$ cat src/rtl/uart_apb_tx_rx_sched.sv
// APB master sequencer for one CoreUARTapb: writes the control registers once after reset,
// shares the transmitter round-robin between byte requesters, and drains RX bytes into a one-entry buffer.
module uart_apb_tx_rx_sched #(
  parameter int          NUM_REQ    = 4,
  parameter logic [12:0] BAUD_VALUE = 13'd1,
  parameter bit          PRG_BIT8   = 1'b1,
  parameter int          PRG_PARITY = 0,
  parameter int          GUARD      = 2
) (
  input  logic                 PCLK,
  input  logic                 PRESETN,
  output logic [4:0]           PADDR,
  output logic                 PSEL,
  output logic                 PENABLE,
  output logic                 PWRITE,
  output logic [7:0]           PWDATA,
  input  logic [7:0]           PRDATA,
  input  logic                 TXRDY,
  input  logic                 RXRDY,
  input  logic [NUM_REQ-1:0]   req_valid,
  input  logic [8*NUM_REQ-1:0] req_data,
  output logic [NUM_REQ-1:0]   req_ready,
  output logic                 rx_valid,
  output logic [7:0]           rx_data,
  input  logic                 rx_ready,
  output logic                 init_done,
  output logic [2:0]           last_grant
);

  localparam logic [4:0] ADDR_TX = 5'h00;
  localparam logic [4:0] ADDR_RX = 5'h04;
  localparam logic [4:0] ADDR_C1 = 5'h08;
  localparam logic [4:0] ADDR_C2 = 5'h0C;
  localparam logic       PAR_ODD = (PRG_PARITY == 2);
  localparam logic       PAR_EN  = (PRG_PARITY != 0);
  localparam logic       BIT8    = PRG_BIT8;
  localparam logic [7:0] CTRL1   = BAUD_VALUE[7:0];
  localparam logic [7:0] CTRL2   = {BAUD_VALUE[12:8], PAR_ODD, PAR_EN, BIT8};
  localparam logic [3:0] NREQ    = 4'(NUM_REQ);
  localparam logic [2:0] GLAST   = 3'(GUARD - 1);

  typedef enum logic [2:0] {
    INIT1, INIT2, IDLE, TX_SET, TX_ACC, RX_SET, RX_ACC, GUARD_W
  } state_e;

  state_e               state_q, state_d;
  logic [1:0]           step_q, step_d;
  logic [2:0]           gcnt_q, gcnt_d;
  logic [2:0]           grant_q, grant_d;
  logic [7:0]           txbyte_q, txbyte_d;
  logic                 psel_q, psel_d;
  logic                 penable_q, penable_d;
  logic                 pwrite_q, pwrite_d;
  logic [4:0]           paddr_q, paddr_d;
  logic [7:0]           pwdata_q, pwdata_d;
  logic [NUM_REQ-1:0]   req_ready_q, req_ready_d;
  logic [2:0]           lastg_q, lastg_d;
  logic                 initdone_q, initdone_d;
  logic                 rxv_q, rxv_d;
  logic [7:0]           rxd_q, rxd_d;

  logic [7:0]  vld8;
  logic [63:0] dat64;
  logic        found;
  logic [2:0]  sel;
  logic [3:0]  cand;
  logic [7:0]  sel_byte;
  logic [7:0]  grant_oh;

  // Round-robin search: first valid requester after the last one granted, wrapping at NUM_REQ.
  always_comb begin
    vld8 = '0;
    vld8[NUM_REQ-1:0] = req_valid;
    dat64 = '0;
    dat64[8*NUM_REQ-1:0] = req_data;
    found = 1'b0;
    sel = '0;
    cand = '0;
    for (int k = 1; k <= NUM_REQ; k++) begin
      cand = {1'b0, lastg_q} + 4'(k);
      if (cand >= NREQ) cand = cand - NREQ;
      if (!found && vld8[cand[2:0]]) begin
        found = 1'b1;
        sel = cand[2:0];
      end
    end
    sel_byte = dat64[{sel, 3'b000} +: 8];
  end

  // INIT1 uses step 0 as the reset-exit cycle; steps 1/2 are the APB setup/access phases.
  always_comb begin
    state_d  = state_q;
    step_d   = step_q;
    gcnt_d   = gcnt_q;
    grant_d  = grant_q;
    txbyte_d = txbyte_q;
    case (state_q)
      INIT1: begin
        if (step_q == 2'd2) begin
          state_d = INIT2;
          step_d  = 2'd1;
        end else begin
          step_d = step_q + 2'd1;
        end
      end
      INIT2: begin
        if (step_q == 2'd2) begin
          state_d = GUARD_W;
          gcnt_d  = '0;
        end else begin
          step_d = 2'd2;
        end
      end
      IDLE: begin
        if (RXRDY && !rxv_q) begin
          state_d = RX_SET;
        end else if (TXRDY && found) begin
          state_d  = TX_SET;
          grant_d  = sel;
          txbyte_d = sel_byte;
        end
      end
      TX_SET: state_d = TX_ACC;
      TX_ACC: begin
        state_d = GUARD_W;
        gcnt_d  = '0;
      end
      RX_SET: state_d = RX_ACC;
      RX_ACC: begin
        state_d = GUARD_W;
        gcnt_d  = '0;
      end
      GUARD_W: begin
        if (gcnt_q == GLAST) state_d = IDLE;
        else gcnt_d = gcnt_q + 3'd1;
      end
      default: begin
        state_d = INIT1;
        step_d  = '0;
      end
    endcase
  end

  // Bus outputs are registered from the next state so they line up with the state they describe.
  always_comb begin
    psel_d      = 1'b0;
    penable_d   = 1'b0;
    pwrite_d    = 1'b0;
    paddr_d     = paddr_q;
    pwdata_d    = pwdata_q;
    req_ready_d = '0;
    grant_oh    = 8'd1 << grant_d;
    case (state_d)
      INIT1, INIT2: begin
        if (step_d != 2'd0) begin
          psel_d    = 1'b1;
          pwrite_d  = 1'b1;
          penable_d = (step_d == 2'd2);
          paddr_d   = (state_d == INIT1) ? ADDR_C1 : ADDR_C2;
          pwdata_d  = (state_d == INIT1) ? CTRL1 : CTRL2;
        end
      end
      TX_SET, TX_ACC: begin
        psel_d    = 1'b1;
        pwrite_d  = 1'b1;
        penable_d = (state_d == TX_ACC);
        paddr_d   = ADDR_TX;
        pwdata_d  = txbyte_d;
      end
      RX_SET, RX_ACC: begin
        psel_d    = 1'b1;
        penable_d = (state_d == RX_ACC);
        paddr_d   = ADDR_RX;
      end
      default: ;
    endcase
    if (state_d == TX_ACC) req_ready_d = grant_oh[NUM_REQ-1:0];
    lastg_d    = (state_q == TX_ACC) ? grant_q : lastg_q;
    initdone_d = initdone_q | ((state_q == INIT2) && (state_d == GUARD_W));
    rxv_d      = rxv_q;
    rxd_d      = rxd_q;
    if (state_q == RX_ACC) begin
      rxv_d = 1'b1;
      rxd_d = PRDATA;
    end else if (rxv_q && rx_ready) begin
      rxv_d = 1'b0;
    end
  end

  always_ff @(posedge PCLK or negedge PRESETN) begin
    if (!PRESETN) begin
      state_q     <= INIT1;
      step_q      <= '0;
      gcnt_q      <= '0;
      grant_q     <= '0;
      txbyte_q    <= '0;
      psel_q      <= 1'b0;
      penable_q   <= 1'b0;
      pwrite_q    <= 1'b0;
      paddr_q     <= '0;
      pwdata_q    <= '0;
      req_ready_q <= '0;
      lastg_q     <= 3'(NUM_REQ - 1);
      initdone_q  <= 1'b0;
      rxv_q       <= 1'b0;
      rxd_q       <= '0;
    end else begin
      state_q     <= state_d;
      step_q      <= step_d;
      gcnt_q      <= gcnt_d;
      grant_q     <= grant_d;
      txbyte_q    <= txbyte_d;
      psel_q      <= psel_d;
      penable_q   <= penable_d;
      pwrite_q    <= pwrite_d;
      paddr_q     <= paddr_d;
      pwdata_q    <= pwdata_d;
      req_ready_q <= req_ready_d;
      lastg_q     <= lastg_d;
      initdone_q  <= initdone_d;
      rxv_q       <= rxv_d;
      rxd_q       <= rxd_d;
    end
  end

  assign PSEL       = psel_q;
  assign PENABLE    = penable_q;
  assign PWRITE     = pwrite_q;
  assign PADDR      = paddr_q;
  assign PWDATA     = pwdata_q;
  assign req_ready  = req_ready_q;
  assign last_grant = lastg_q;
  assign init_done  = initdone_q;
  assign rx_valid   = rxv_q;
  assign rx_data    = rxd_q;

endmodule

$ cat config.mk
export PLATFORM = sky130hd
export DESIGN_NAME = uart_apb_tx_rx_sched
export DESIGN_NICKNAME = d
export VERILOG_FILES = /design/src/rtl/uart_apb_tx_rx_sched.sv
export SDC_FILE = /design/constraint.sdc
export NUM_CORES = 1
export LEC_CHECK = 0
export ABC_CLOCK_PERIOD_IN_PS = 3300
export BUFFER_PORTS_ARGS = -buffer_cell sky130_fd_sc_hd__buf_4
export CELL_PAD_IN_SITES_DETAIL_PLACEMENT = 2
export CELL_PAD_IN_SITES_GLOBAL_PLACEMENT = 2
export CORE_MARGIN = 8
export CORE_UTILIZATION = 32
export DETAILED_ROUTE_END_ITERATION = 8
export GPL_TIMING_DRIVEN = 0
export PLACE_DENSITY = 0.78
export SYNTH_ARGS = -nofsm -noshare
export SYNTH_HDL_FRONTEND = slang
export SYNTH_SLANG_ARGS = --single-unit
export TNS_END_PERCENT = 100
$ cat constraint.sdc
create_clock -name PCLK -period 3.3 [get_ports PCLK]
set_input_delay 0.33 -clock PCLK [delete_from_list [all_inputs] [get_ports PCLK]]
set_output_delay 0.33 -clock PCLK [all_outputs]
set_load 0.01 [all_outputs]
**Yosys cells after proc, flatten, opt, wreduce, memory -nomap -nowiden**

Cells that the tools add are included.

- Add/sub/neg operators: 10
- Order comparisons: 8
- Eq/ne operators: 19
- Shift operators: 2
- Mux-type cells: 51
- Bitwise gates (word level): 1
- Reduce and logical (&&, ||, !) cells: 26

Operator list:

| kind | count |
|---|---|
| indexed part select 64 x 7 -> 8 bit | 1 |
| two-way mux 3 bit | 19 |
| two-way mux 8 bit | 4 |
| equality test 3 bit, second input constant | 8 |
| one-hot mux 3 bit (7 select lines) | 1 |
| greater-or-equal comparator 4 x 3 -> 1 bit, second input constant | 4 |
| < comparator 3 x 4 -> 1 bit, second input constant | 4 |
| one-hot mux 8 bit (2 select lines) | 1 |
| one-hot mux 5 bit (3 select lines) | 1 |
| binary-select mux 1 bit (select 3 bit) | 4 |
| two-way mux 1 bit | 12 |
| subtractor 3 bit, second input constant | 4 |
| equality test 3 x 1 -> 1 bit, second input constant | 3 |
| equality test 3 x 2 -> 1 bit, second input constant | 3 |
| one-hot mux 3 bit (3 select lines) | 1 |
| adder 3 x 2 -> 4 bit, second input constant | 2 |
| OR reduction 2 bit | 4 |
| logical AND 1 bit | 7 |
| logical NOT 3 bit | 2 |
| inequality test 2 bit, second input constant | 3 |
| nonzero test 2 bit | 3 |
| nonzero test 3 bit | 2 |
| two-way mux 5 bit | 1 |
| adder 3 x 1 -> 4 bit, second input constant | 1 |
| other kinds (15) | 22 |

- Bits in registers: 52
- Bits of input ports: 49
- Output and inout port bits: 33
- Logic and storage cells: 132

**Depth between registers and ports, before layout**

- Depth after elaboration: 23
- Mapped depth: 11
- Mapped depth without buffers: 8

**Worst setup path after synthesis**

Ideal clock, no wire load.

- Path kind: reg-to-reg
- Start: reg lastg_q[1] (netlist: last_grant[1])
- End: reg pwdata_q[5] (netlist: PWDATA[5])
- Setup time: 94 ps
- Arrival: 2460 ps
- Required time: 3206 ps
- Slack: 746 ps
- Cell stages (with the launch flop): 12
- Path buffers: 3
- Period minus slack after synthesis: 2554 ps
- Cells stage by stage: dfstp_2 > buf_6 > inv_1 > ha_1 > buf_6 > mux2_1 > nand2_1 > and3b_1 > o21ai_1 > and3_1 > buf_6 > a221oi_2

- Word-level cells in the longest chain between the ends: 23
- Elaborated cells on any way between the ends: 56
- Classes of those cells: add/sub (8); order compare (4); eq/ne (4); shift (1); mux (27); reduce/logical (12)

RTL lines:

| item | line | text |
|---|---|---|
| start, declared | 57 | `logic [2:0] lastg_q, lastg_d;` |
| start signal, assigned | 203 | `lastg_q <= 3'(NUM_REQ - 1);` |
| start signal, assigned | 219 | `lastg_q <= lastg_d;` |
| branches (longest 23 deep; another with adder 3 x 1 -> 4 bit) | n/a |  |
| end signal, assigned | 217 | `pwdata_q <= pwdata_d;` |
| end, declared | 55 | `logic [7:0] pwdata_q, pwdata_d;` |

Several ways; the timed one is not identified. The select of a mux whose other input is x is not followed.
A chain may end at the register's enable or synchronous reset.

**Worst setup path after layout**

- Start: reg lastg_q[1] (netlist: last_grant[1])
- End: reg txbyte_q[5]

- Word-level cells in the longest chain between the ends: 19
- Elaborated cells on any way between the ends: 43
- Classes of those cells: add/sub (8); order compare (4); shift (1); mux (23); reduce/logical (7)

RTL lines:

| item | line | text |
|---|---|---|
| adder 3 x 1 -> 4 bit | 80 | `cand = {1'b0, lastg_q} + 4'(k);` |
| greater-or-equal comparator 4 x 3 -> 1 bit / subtractor 3 bit (equally long branches) | 81 | `if (cand >= NREQ) cand = cand - NREQ;` |
| two-way mux 3 bit | 81 |  |
| binary-select mux 1 bit (select 3 bit) | 82 | `if (!found && vld8[cand[2:0]]) begin` |
| two-way mux 1 bit (not written as such) | 82 |  |
| two-way mux 1 bit | 82 |  |
| logical NOT 1 bit | 82 |  |
| logical AND 1 bit | 82 |  |
| [... 4 more ...] | n/a |  |
| logical NOT 1 bit | 82 |  |
| logical AND 1 bit | 82 |  |
| two-way mux 3 bit / two-way mux 1 bit (equally long branches) | 82 |  |
| indexed part select 64 x 7 -> 8 bit / logical AND 1 bit (equally long branches) | 87, 117 |  |
| two-way mux 8 bit * | 117 | `end else if (TXRDY && found) begin` |
| two-way mux 8 bit * | 115 | `if (RXRDY && !rxv_q) begin` |
| two-way mux 8 bit * | 97 | `case (state_q)` |
| net txbyte_d[5] | 50 | `logic [7:0] txbyte_q, txbyte_d;` |
| end signal, assigned | 212 | `txbyte_q <= txbyte_d;` |
| end, declared | 50 |  |

Mark *: on every way through the listed nets, which the timed path passes. The rest lies on a longest branch. The select of a mux whose other input is x is not followed.

==> results.sh <==
export IMPL_start_util_pct=32.7
export IMPL_power_leakage_nw=1.78
export IMPL_hpwl_um=6970
export IMPL_crit_fanout=10
export IMPL_setup_ws_ns=0.378
export IMPL_ys_seq_elements=49
export IMPL_drt_total_wl_um=8880
export IMPL_skew_ns=0.0153
export IMPL_pwr_share_clk_pct=12.7
export IMPL_core_area_mm2=0.00868
export IMPL_fin_hold_ws_ns=0.0344
export IMPL_internal_power_mw=2.01
export IMPL_pwr_share_comb_pct=57.3
export IMPL_numCtsBuffers=5
export IMPL_cts_tree="built"
export IMPL_slew_headroom_pct=53.6
export IMPL_num_fill_cells=950
export IMPL_avgSynthCellArea_um2=10.8
export IMPL_p_total_mw=3.46
export IMPL_drive_gt1_share_pct=38.0
export IMPL_setup_tns_ns=0
export IMPL_dieArea_mm2=0.0121
export IMPL_hold_viol_final=0
export IMPL_synthArstFlopShare_pct=100
export IMPL_synthTopCellsByCount="dfrtp_1, mux2i_1, nand2_1"
export IMPL_synth_top_area_share_pct=41.4
export IMPL_grt_pass1_vias=2747
export IMPL_status="finished clean"
export IMPL_place_inst=450
export IMPL_drtAntennaViolNets=0
export IMPL_clk_pin_slew_ns=0.10
export IMPL_utilization_pct=42.4
export IMPL_fin_nets=402
export IMPL_ctsResizeCount=0
export IMPL_dr_first_iter_drc_count=45
export IMPL_synth_ff_type="dfrtp_1"
export IMPL_cts_max_level=2
export IMPL_cts_root_buf="clkbuf_8"
export IMPL_drv_slew=0
export IMPL_die_h_um=110
export IMPL_cts_setup_buffers=0
export IMPL_syn_inst=262
export IMPL_grt_pass1_wl_um=14200
export IMPL_power_switching_mw=1.46
export IMPL_tightest_slew_ns=0.693
export IMPL_crit_type="reg -> reg"
export IMPL_yosysWarnings=0
export IMPL_period_share_pct=88.6
export IMPL_p_seq_share_pct=30.0
export IMPL_clk_latency_ns=0.31
export IMPL_io_pins=82
export IMPL_worst_hold_path_type="in -> async"
export IMPL_placed_cell_area_mm2=0.00357
export IMPL_rsz0062_at_grt="no"
export IMPL_cp_arrival_ns=3.10
export IMPL_powerDensity_mw_per_mm2=941
export IMPL_final_cells=458
export IMPL_synth_distinct_cells=59
export IMPL_clock_sinks=49
export IMPL_p_sw_share_pct=42.0
export IMPL_critPathLaunchType="flop"
export IMPL_yosysMostFrequentCell="dfrtp_1"
export IMPL_die_w_um=110
export IMPL_ctsHoldBuffers=0
export IMPL_grt_max_degree=50
export IMPL_cp_required_ns=3.47
export IMPL_rows=34
export IMPL_vias=2450
export IMPL_drc=0
export IMPL_fin_area_mm2=0.00368
export IMPL_synth_top_area_cell="dfrtp_1"
export IMPL_place_congestion=0.774
export IMPL_min_period_ns=2.92
export IMPL_routedWlPerCell_um=19.4
export IMPL_grt_total_usage_pct=14.8
export IMPL_synthesis_area_mm2=0.00284
export IMPL_grt_overflow_total=0
export IMPL_viasPerCell=5.35
export IMPL_synth_edff_count=0
export IMPL_worst_setup_path_end_kind="flop"
export IMPL_antennaDiodeCount=0
export IMPL_io_buffer_count=78
export IMPL_irDropWorstVdd_mv=0.335
export IMPL_firstDrtPassIters=4
export IMPL_cap_viol_max_count=0
export IMPL_antenna_found_initial=0
export IMPL_setup_violations=0
export IMPL_synth_area_top_cells="dfrtp_1, mux2i_1, mux2_2"
export IMPL_area_growth_pct=29.6
export IMPL_clk_path_buf_depth=2
export IMPL_pre_cts_ws_ns=0.366
export IMPL_fmax_mhz=342
export IMPL_ys_seq_area_share_pct=43.3
==> logic make-up after synthesis <==
logic type,synth area share [%]
simple gates,14.9
compound gates,20.6
flops,43.3
mux,13.0
buf+inv,6.08
fa+ha+maj,1.76
other cells,0.132
xor+xnor,0.308
==> worst paths after layout <==
| check | depth (start not counted) | end | slack, ns | start |
|---|---|---|---|---|
| min reg2reg | 1 | init_done | 0.48 | init_done |
| min in group PCLK | 2 | rx_valid | 0.19 | rx_ready |
| min | 1 | PWDATA[2] | 0.03 | PRESETN |
| max in group asynchronous | 1 | state_q[0] | 2.79 | PRESETN |
| max reg2reg | 11 | txbyte_q[5] | 0.38 | last_grant[1] |
| max | 11 | txbyte_q[5] | 0.38 | last_grant[1] |
==> power groups by stage <==
| stage | sequential [mW] | combinational [mW] | clock, mW |
|---|---|---|---|
| 2_1_floorplan | 1.07 | 1.33 | 0 |
| 3_3_place_gp | 1.03 | 1.95 | 0 |
| 3_5_place_dp | 1.05 | 2.02 | 0 |
| 4_1_cts | 1.04 | 2.03 | 0.459 |
| 5_1_grt | 1.07 | 2.18 | 0.483 |
| 6_report | 1.04 | 1.99 | 0.440 |
==> per-layer routing <==
metal | global-route usage [%] | share of wire (%) | vias to the layer above
met1 | 18.3 | 43 | 1233
met4 | 5.42 | 2.1 | 0
li1 | - | - | 1145
met2 | 25.0 | 51 | 57
met3 | 2.91 | 4.6 | 15
met5 | 0 | 0 | -
==> sequential cells by signal (all words and copies together) (netlist names), 2 cells and up <==
name and flops:
last_grant 3, state_q 3, gcnt_q 3, rx_data 8, req_ready 4, grant_q 3, txbyte_q 8, PWDATA 8
PADDR 2, step_q 2
==> worst max-delay path, stage by stage (launching register included) <==
cell and delay, ns:
dfstp_2 0.56, buf_6 0.15, inv_1 0.07, ha_1 0.29, buf_6 0.15, mux2i_1 0.15
a311oi_1 0.36, mux2i_2 0.20, nand2_4 0.16, buf_6 0.19, mux2i_1 0.32, o221ai_1 0.18
==> placed cells by master (no fill, tap or decap), types with 3 or more instances in the layout <==
cell / count
a21oi_1: 8
a221oi_1: 7
a221oi_2: 7
and2_1: 3
buf_2: 3
buf_4: 83
buf_6: 6
clkbuf_8: 5
conb_1: 3
dfrtp_1: 47
ha_1: 4
inv_1: 13
mux2_2: 10
mux2i_1: 20
nand2_1: 17
nand2b_1: 12
nand3_1: 7
nor2_1: 16
nor2b_1: 6
nor3_1: 3
o211ai_1: 3
o21ai_0: 8
o221ai_1: 8
or3_1: 3
==> cell type report <==
| cell class | count | area (um2) | share of cell area (%) |
|---|---|---|---|
| inverter | 13 | 48.8 | 1.33 |
| tap | 108 | 135 | 3.67 |
| timing repair buffer | 78 | 586 | 15.9 |
| multi-input combinational | 187 | 1450 | 39.3 |
| clock buffer | 5 | 68.8 | 1.87 |
| buffer | 15 | 124 | 3.37 |
| sequential | 49 | 1230 | 33.4 |
| clock inverter | 3 | 43.8 | 1.19 |
No activity file was read; power rests on OpenSTA's default activity.
